$ cat src/rtl/rv32_pkg.sv
// RV32I load/store encodings and LSU state encoding shared by the
// load_store_unit top and its lane-alignment helper.
package rv32_pkg;

  localparam logic [2:0] F3_B  = 3'b000;
  localparam logic [2:0] F3_H  = 3'b001;
  localparam logic [2:0] F3_W  = 3'b010;
  localparam logic [2:0] F3_BU = 3'b100;
  localparam logic [2:0] F3_HU = 3'b101;

  typedef enum logic [1:0] {
    IDLE  = 2'd0,
    READ  = 2'd1,
    WRITE = 2'd2,
    RESP  = 2'd3
  } lsu_state_t;

endpackage

$ cat src/rtl/lsu_align.sv
// Combinational lane logic for the LSU.
// Load path: pick the byte/halfword lane from a memory word and extend it.
// Store path: merge store data into the old word at the addressed lane.
// Halfword lanes use only off[1]; word accesses ignore off entirely.
module lsu_align
  import rv32_pkg::*;
(
  input  logic [31:0] word,
  input  logic [31:0] wdata,
  input  logic [1:0]  off,
  input  logic [2:0]  funct3,
  output logic [31:0] load_data,
  output logic [31:0] store_word
);

  logic [4:0]         byte_sh;
  logic signed [7:0]  lane_b;
  logic signed [15:0] lane_h;

  assign byte_sh = {off, 3'b000};

  // Load lane extraction with sign or zero extension
  always_comb begin
    lane_b    = $signed(word[byte_sh +: 8]);
    lane_h    = off[1] ? $signed(word[31:16]) : $signed(word[15:0]);
    load_data = word;
    case (funct3)
      F3_B:    load_data = 32'(lane_b);
      F3_BU:   load_data = {24'd0, lane_b};
      F3_H:    load_data = 32'(lane_h);
      F3_HU:   load_data = {16'd0, lane_h};
      default: load_data = word;
    endcase
  end

  // Store lane merge into the previously read word
  always_comb begin
    store_word = word;
    case (funct3)
      F3_B: store_word[byte_sh +: 8] = wdata[7:0];
      F3_H: begin
        if (off[1]) store_word[31:16] = wdata[15:0];
        else        store_word[15:0]  = wdata[15:0];
      end
      default: store_word = wdata;
    endcase
  end

endmodule

$ cat src/rtl/load_store_unit.sv
// Load/store unit driving a word-wide, single-write-enable data memory.
// Sub-word stores are done as read-modify-write (READ then WRITE).
// Optional build macro MISALIGN_TRAP_EN: misaligned H/HU/W accesses fault;
// when undefined the offending low address bits are simply ignored.
module load_store_unit
  import rv32_pkg::*;
#(
  parameter int MEM_WORDS = 1024
) (
  input  logic        clk,
  input  logic        rst,
  input  logic        req_valid,
  output logic        req_ready,
  input  logic        req_we,
  input  logic [2:0]  req_funct3,
  input  logic [31:0] req_addr,
  input  logic [31:0] req_wdata,
  output logic        resp_valid,
  output logic [31:0] resp_rdata,
  output logic        resp_fault,
  output logic [31:0] mem_raddr,
  input  logic [31:0] mem_rdata,
  output logic [31:0] mem_waddr,
  output logic [31:0] mem_wdata,
  output logic        mem_we
);

  localparam logic [32:0] ADDR_LIMIT = 33'(MEM_WORDS) * 33'd4;

  lsu_state_t  state, state_nx;
  logic        accept;
  logic        illegal, out_of_range, misaligned, req_fault;
  logic        rq_we;
  logic [2:0]  rq_funct3;
  logic [31:0] rq_addr, rq_wdata;
  logic [31:0] ld_data, st_word;

  assign accept = req_valid && req_ready;

  // Request checks evaluated on the incoming request before acceptance
  always_comb begin
    if (req_we) illegal = !(req_funct3 inside {F3_B, F3_H, F3_W});
    else        illegal = !(req_funct3 inside {F3_B, F3_H, F3_W, F3_BU, F3_HU});
    out_of_range = ({1'b0, req_addr} >= ADDR_LIMIT);
    misaligned   = 1'b0;
`ifdef MISALIGN_TRAP_EN
    misaligned = (((req_funct3 == F3_H) || (req_funct3 == F3_HU)) && req_addr[0]) ||
                 ((req_funct3 == F3_W) && (req_addr[1:0] != 2'b00));
`endif
    req_fault = illegal || out_of_range || misaligned;
  end

  lsu_align u_align (
    .word       (mem_rdata),
    .wdata      (rq_wdata),
    .off        (rq_addr[1:0]),
    .funct3     (rq_funct3),
    .load_data  (ld_data),
    .store_word (st_word)
  );

  // State register
  always_ff @(posedge clk) begin
    if (rst) state <= IDLE;
    else     state <= state_nx;
  end

  // Next-state logic
  always_comb begin
    state_nx = state;
    case (state)
      IDLE: begin
        if (accept) begin
          if (req_fault)                          state_nx = RESP;
          else if (req_we && req_funct3 == F3_W)  state_nx = WRITE;
          else                                    state_nx = READ;
        end
      end
      READ:    state_nx = rq_we ? WRITE : RESP;
      WRITE:   state_nx = RESP;
      default: state_nx = IDLE;
    endcase
  end

  // State-decoded outputs; the write strobe is suppressed while in reset
  always_comb begin
    req_ready  = (state == IDLE);
    resp_valid = (state == RESP);
    mem_we     = (state == WRITE) && !rst;
  end

  // Request latch, loaded on accept
  always_ff @(posedge clk) begin
    if (accept) begin
      rq_we     <= req_we;
      rq_funct3 <= req_funct3;
      rq_addr   <= req_addr;
      rq_wdata  <= req_wdata;
    end
  end

  // Memory address/data and response registers; addresses hold between uses
  always_ff @(posedge clk) begin
    if (rst) begin
      mem_raddr  <= '0;
      mem_waddr  <= '0;
      mem_wdata  <= '0;
      resp_rdata <= '0;
      resp_fault <= 1'b0;
    end else begin
      case (state)
        IDLE: begin
          if (accept) begin
            resp_rdata <= '0;
            resp_fault <= req_fault;
            if (!req_fault) begin
              if (req_we && req_funct3 == F3_W) begin
                mem_waddr <= {req_addr[31:2], 2'b00};
                mem_wdata <= req_wdata;
              end else begin
                mem_raddr <= {req_addr[31:2], 2'b00};
              end
            end
          end
        end
        READ: begin
          if (rq_we) begin
            mem_waddr <= {rq_addr[31:2], 2'b00};
            mem_wdata <= st_word;
          end else begin
            resp_rdata <= ld_data;
          end
        end
        default: ;
      endcase
    end
  end

endmodule

$ cat config.mk
export PLATFORM = sky130hd
export DESIGN_NAME = load_store_unit
export DESIGN_NICKNAME = d
export VERILOG_FILES = /design/src/rtl/rv32_pkg.sv /design/src/rtl/lsu_align.sv /design/src/rtl/load_store_unit.sv
export SDC_FILE = /design/constraint.sdc
export NUM_CORES = 1
export LEC_CHECK = 0
export CAP_MARGIN = 15
export CORE_MARGIN = 2
export CORE_UTILIZATION = 52
export CTS_CLUSTER_SIZE = 14
export DETAILED_ROUTE_END_ITERATION = 16
export PLACE_DENSITY = 0.85
export SETUP_SLACK_MARGIN = 0.05
export SYNTH_ARGS = -nofsm -noshare
export SYNTH_HDL_FRONTEND = slang
export SYNTH_SLANG_ARGS = --single-unit
$ cat constraint.sdc
create_clock -name clk -period 8.7 [get_ports clk]
set_clock_uncertainty 0.05 [all_clocks]
set_input_delay 0.87 -clock clk [delete_from_list [all_inputs] [get_ports clk]]
set_output_delay 0.87 -clock clk [all_outputs]
set_load 0.005 [all_outputs]
* Yosys cells after proc, flatten, opt, wreduce, memory -nomap -nowiden
Index checks and enable logic that the tools add are counted.
** Word-level totals
- Register bits after elaboration :: 197
- Output and inout bits :: 132
- Logic and storage cells :: 74
** Operators by class
- $add $sub $neg :: 1
- Magnitude comparators :: 1
- Equal/unequal tests :: 15
- Shift-type cells :: 3
- Multiplexer cells :: 25
- Bitwise operators :: 2
- Reduce and logical (&&, ||, !) cells :: 17
** Operators with widths (number)
- 2-to-1 mux 32 bit :: 10
- one-hot mux 32 bit (2 select lines) :: 4
- one-hot mux 32 bit (4 select lines) :: 1
- 2-to-1 mux 16 bit :: 3
- bitwise mux 32 bit :: 1
- >= comparator 32 x 13 -> 1 bit (second input constant) :: 1
- variable shift 8 x 7 -> 32 bit (first input constant) :: 1
- variable part select 32 x 6 -> 8 bit :: 1
- variable part select 8 x 7 -> 32 bit :: 1
- equality test 3 bit (second input constant) :: 4
- negator 5 -> 7 bit :: 1
- equality test 3 x 1 -> 1 bit (second input constant) :: 2
- zero test 3 bit :: 2
- 2-to-1 mux 2 bit :: 3
- inequality test 2 bit (second input constant) :: 3
- one-hot mux 2 bit (3 select lines) :: 1
- AND reduction 5 bit :: 1
- nonzero test 5 bit :: 1
- equality test 2 bit (second input constant) :: 2
- inequality test 2 x 1 -> 1 bit (second input constant) :: 2
- AND reduction 4 bit :: 1
- equality test 3 x 2 -> 1 bit (second input constant) :: 1
- logical AND 1 bit :: 3
- zero test 1 bit :: 3
- other kinds (9) :: 11

* Depth between registers and ports, before layout
- Depth after elaboration :: 8
- Gate-level depth with buffers :: 10
- Gate-level depth less buffers :: 8

* Modules after synthesis
A second synthesis with hierarchy kept.
** Second synthesis, totals
- Cell total of the unflattened synthesis :: 1332
- Area total of the unflattened synthesis :: 11397.2 sq um
** Modules (own cells, without submodules)
- load_store_unit :: instances 1, cells an instance 1082, area each 9734.3 sq um, seq. area each 4584.4 sq um
- lsu_align :: instances 1, cells an instance 250, area each 1662.8 sq um, seq. area each 0.0 sq um

* Worst setup path before layout
Ideal clock, no wire load.
- Path kind :: input to register
- Start :: input req_valid
- End :: register mem_waddr[10]
- Arrival :: 3517 ps
- Required time :: 8516 ps
- Path slack :: 4999 ps
- Stages on the path :: 7
- Buffers on the path :: 1
- Path through :: nand2_1 inv_1 nand4_1 a2bb2oi_2 nor2_2 buf_2 a211oi_1
** On the way
- Longest elaborated chain between the ends :: 3
** Ends and longest elaborated chain
- start: declaration :: line load_store_unit.sv:12 : input logic req_valid,
- logical AND 1 bit :: line load_store_unit.sv:38 : assign accept = req_valid && req_ready;
- named net accept :: line load_store_unit.sv:31 : logic accept;
- inequality test 2 x 1 -> 1 bit (no line)
- AND reduction 5 bit (no line)
- end signal: assignment :: line load_store_unit.sv:118 : mem_waddr <= {req_addr[31:2], 2'b00};
- end signal: assignment :: line load_store_unit.sv:128 : mem_waddr <= {rq_addr[31:2], 2'b00};
- end: declaration :: line load_store_unit.sv:23 : output logic [31:0] mem_waddr,
The timed path passes the listed nets, and every way through them passes these cells.
A chain may end at the register's enable or synchronous reset.

* Worst setup path in the final report
- Start :: register state[1]
- End :: register resp_rdata[31]
** On the way
- Longest elaborated chain between the ends :: 4
- Elaborated cells on any way between the ends :: 8
- Classes of those cells :: eq/ne: 3; mux: 1; reduce/logical: 4
** Ends and longest elaborated chain
- start: declaration :: line load_store_unit.sv:30 : lsu_state_t state, state_nx;
- start signal: assignment :: line load_store_unit.sv:65 : else state <= state_nx;
- zero test 2 bit :: line load_store_unit.sv:87, load_store_unit.sv:111
- logical AND 1 bit :: line load_store_unit.sv:38
- inequality test 2 x 1 -> 1 bit (no line)
- AND reduction 3 bit (no line)
- end signal: assignment :: line load_store_unit.sv:131 : resp_rdata <= ld_data;
- end: declaration :: line load_store_unit.sv:19 : output logic [31:0] resp_rdata,
Parallel ways exist; a longest one is shown, timed or not.

==> impl_metrics.ini <==
[status]
status = finished, final reports clean

[sta]
finalSetupViolations = 0
fin_ws_ns = 5.19
slew_headroom_pct = 28.2
layout_min_cycle_time_ns = 3.51
hold_viol = 0
tightest_slew_ns = 1.07
setup_tns_ns = 0
max_freq_mhz = 285
drv_slew = 0
post-route-period-util_pct = 40.3
rsz0062_at_grt = no

[worst_setup_path]
cp_data_required_time_ns = 9.02
cp.arrival_ns = 3.82
r2r_slack_ns = 5.19
worst-path-max-fanout = 67
critPathKind = reg -> reg
r2r_cells = 9
start_kind = register
end_kind = register
r2r_start = state[1]
reg2reg_to = resp_rdata[31]

[global_routing]
track_usage_pct = 30.0
grt_max_degree = 88
antenna_found_initial = 1
overflow = 0
grt_pass1_wl_um = 41700
grt_pass1_vias = 7449

[synthesis]
yosysWarnings = 0
ys.flop_type = dfxtp_1
synth_edf_count = 68
synthesis.instances = 834
avgSynthCellArea_um2 = 10.5
synth_cell_type_count = 57
ys_async_sr_fraction_pct = 0
ys_seq_elements = 195
synth_area_um2 = 8730
synth-seq-area-share_pct = 52.5

[placed_design]
port_buffers = 230
dp_hpwl_um = 18300
dp_cells = 1221
dp_slack_ns = 4.85
gp_congestion = 0.925

[floorplanning]
die_height_um = 134
ios = 235
core_region_area_um2 = 16500
die_w_um = 134
num_rows = 47
initial_core_util_pct = 52.8
dieArea_um2 = 17800

[route]
drt_wl_total_um = 26800
dr.pass1.iters = 6
num_vias = 7710
wl_per_cell_um = 21.4
drt_iter0_drc = 759
drcViolationCount = 0
viasPerCell = 6.14
postRouteAntennaNets = 0

[clock_network]
cts.sinks = 195
cts-hold-fix-buffers = 0
tritoncts = done
cts_htree_levels = 4
post_cts_buffers = 0
clkLatencyLatePin_ns = 0.43
root_buffer = clkbuf_16
post_cts_resized = 0
cts.clk_slew.worst_paths_ns = 0.07
ctsLongestPathBuffers = 2
cts_inserted_buffers = 17

[worst_hold_path]
min_from = mem_raddr[31]
hold_depth = 1
hold_path_class = reg -> reg
whs_endpoint = mem_raddr[31]

[final_layout]
final_layout_size_suffix_gt1_share_pct = 8.01
nFillCells = 1201
diodes = 0
synthToLayoutAreaGrowth_pct = 34.0
final_cell_count_no_fill = 1256
fin_nets = 1135

[pwr]
p_sw_share_pct = 32.4
vdd_drop_max_mv = 0.164
p_leak_nw = 3.95
power_report.internal_total_mw = 1.88
p_comb_share_pct = 29.9
p_total_mw = 2.78
p_switching_uw = 900
powerDensity_nw_per_um2 = 238
p_clk_share_pct = 27.5
seqPwrFrac_pct = 42.6

[flow_run]
drv_cap = 0
==> worst max-delay path by stage <==
stage / start / end / slack (ns) / cells past startpoint
2_1_floorplan: req_valid / mem_waddr[10] / 5.00 / 7
3_3_place_gp: req_addr[14] / mem_wdata[26] / 4.91 / 6
3_5_place_dp: req_addr[14] / mem_wdata[23] / 4.85 / 6
4_1_cts: state[1] / resp_rdata[25] / 4.96 / 9
5_1_grt: state[1] / resp_rdata[31] / 4.91 / 9
6_report: state[1] / resp_rdata[31] / 5.19 / 9
==> state kept, by name (all words and copies together) (netlist names) <==
name	count
rq_funct3	3
resp_rdata	32
mem_raddr	30
state	2
rq_we	1
mem_waddr	30
mem_wdata	32
rq_wdata	32
rq_addr	32
resp_fault	1
==> through the flow <==
stage	utilization (%)	hold WS, ns	cell area (µm²)
final	70.8	0.407	11700
after global routing	70.8	0.423	11700
after CTS	70.5	0.415	11700
after detailed placement	67.0	0.394	11100
after global placement	67.0	0.391	11100
after floorplan	-	0.398	8740
==> critical path: stages (launching register included) <==
cell      delay [ns]
dfxtp_1         0.33
inv_1           0.10
ha_2            0.18
buf_4           0.71
nand2b_2        0.08
buf_4           0.34
nor3_4          0.51
nand2_1         0.09
nor2_1          0.81
a221o_1         0.22
==> area by class of cell <==
cell class	count	area [µm²]	area share [%]
multi-input cells	548	3780	32.3
inverters	19	71.3	0.610
repair buffers	242	2410	20.6
clock inverters	10	100	0.856
well taps	220	275	2.35
clock buffers	22	475	4.06
flip-flops and latches	195	4580	39.2
==> synthesized netlist by cell type, types with 12 or more instances <==
cell type,number,area (µm²)
a211oi_1,55,413
a21oi_1,92,460
a221o_1,16,160
a221oi_1,17,149
and2_1,21,131
buf_2,19,95.1
clkbuf_1,40,150
dfxtp_1,127,2540
edfxtp_1,68,2040
inv_1,18,67.6
mux2_2,23,259
mux2i_1,41,410
nand2_1,36,135
nand2b_1,12,75.1
nand3_1,17,85.1
nor2_1,45,169
o21ai_0,27,135
==> cell usage in the layout (no fill, tap or decap), types with 7 or more instances in the layout <==
cell type          n
clkdlybuf4s50_1  229
dfxtp_1          127
a21oi_1           92
edfxtp_1          68
a211oi_1          55
nor2_1            44
mux2i_1           41
nand2_1           36
o21ai_0           27
mux2_2            23
and2_1            21
clkbuf_16         18
inv_1             17
nand3_1           17
a221oi_1          17
a221o_1           16
nand2b_1          11
nor3_1            10
nand4_1            9
a211o_1            9
o211ai_1           9
o21ai_1            9
buf_4              9
a41oi_1            8
a32o_1             8
o22ai_1            8
a31oi_1            8
nor3b_1            8
and4_1             8
ha_1               8
o221ai_1           7
==> routing by layer <==
layer	vias up	share of wire, %	GRT usage (%)
li1	3542	-	-
met1	3655	39	38.3
met3	62	11	10.7
met2	449	46	47.2
met5	-	0.045	0
met4	2	3.3	11.1
==> cells by family after synthesis <==
logic type / count (synthesis) / share of synthesized area [%]
AOI/OAI and AO/OA: 280 / 21.7
DFF: 195 / 52.5
and+or+nand+nor: 190 / 11.9
buffers and inverters: 94 / 4.61
muxes: 65 / 7.92
adders and majority gates: 9 / 1.29
other: 1 / 0.0429
==> power by group through the flow <==
stage / combinational [mW] / sequential [mW] / clock (mW)
after detailed placement: 0.799 / 1.20 / 0
after floorplan: 0.483 / 1.17 / 0
after global placement: 0.781 / 1.19 / 0
after CTS: 0.808 / 1.18 / 0.771
after global routing: 0.895 / 1.20 / 0.814
final: 0.830 / 1.18 / 0.765
Power figures use the tool's default switching activity.
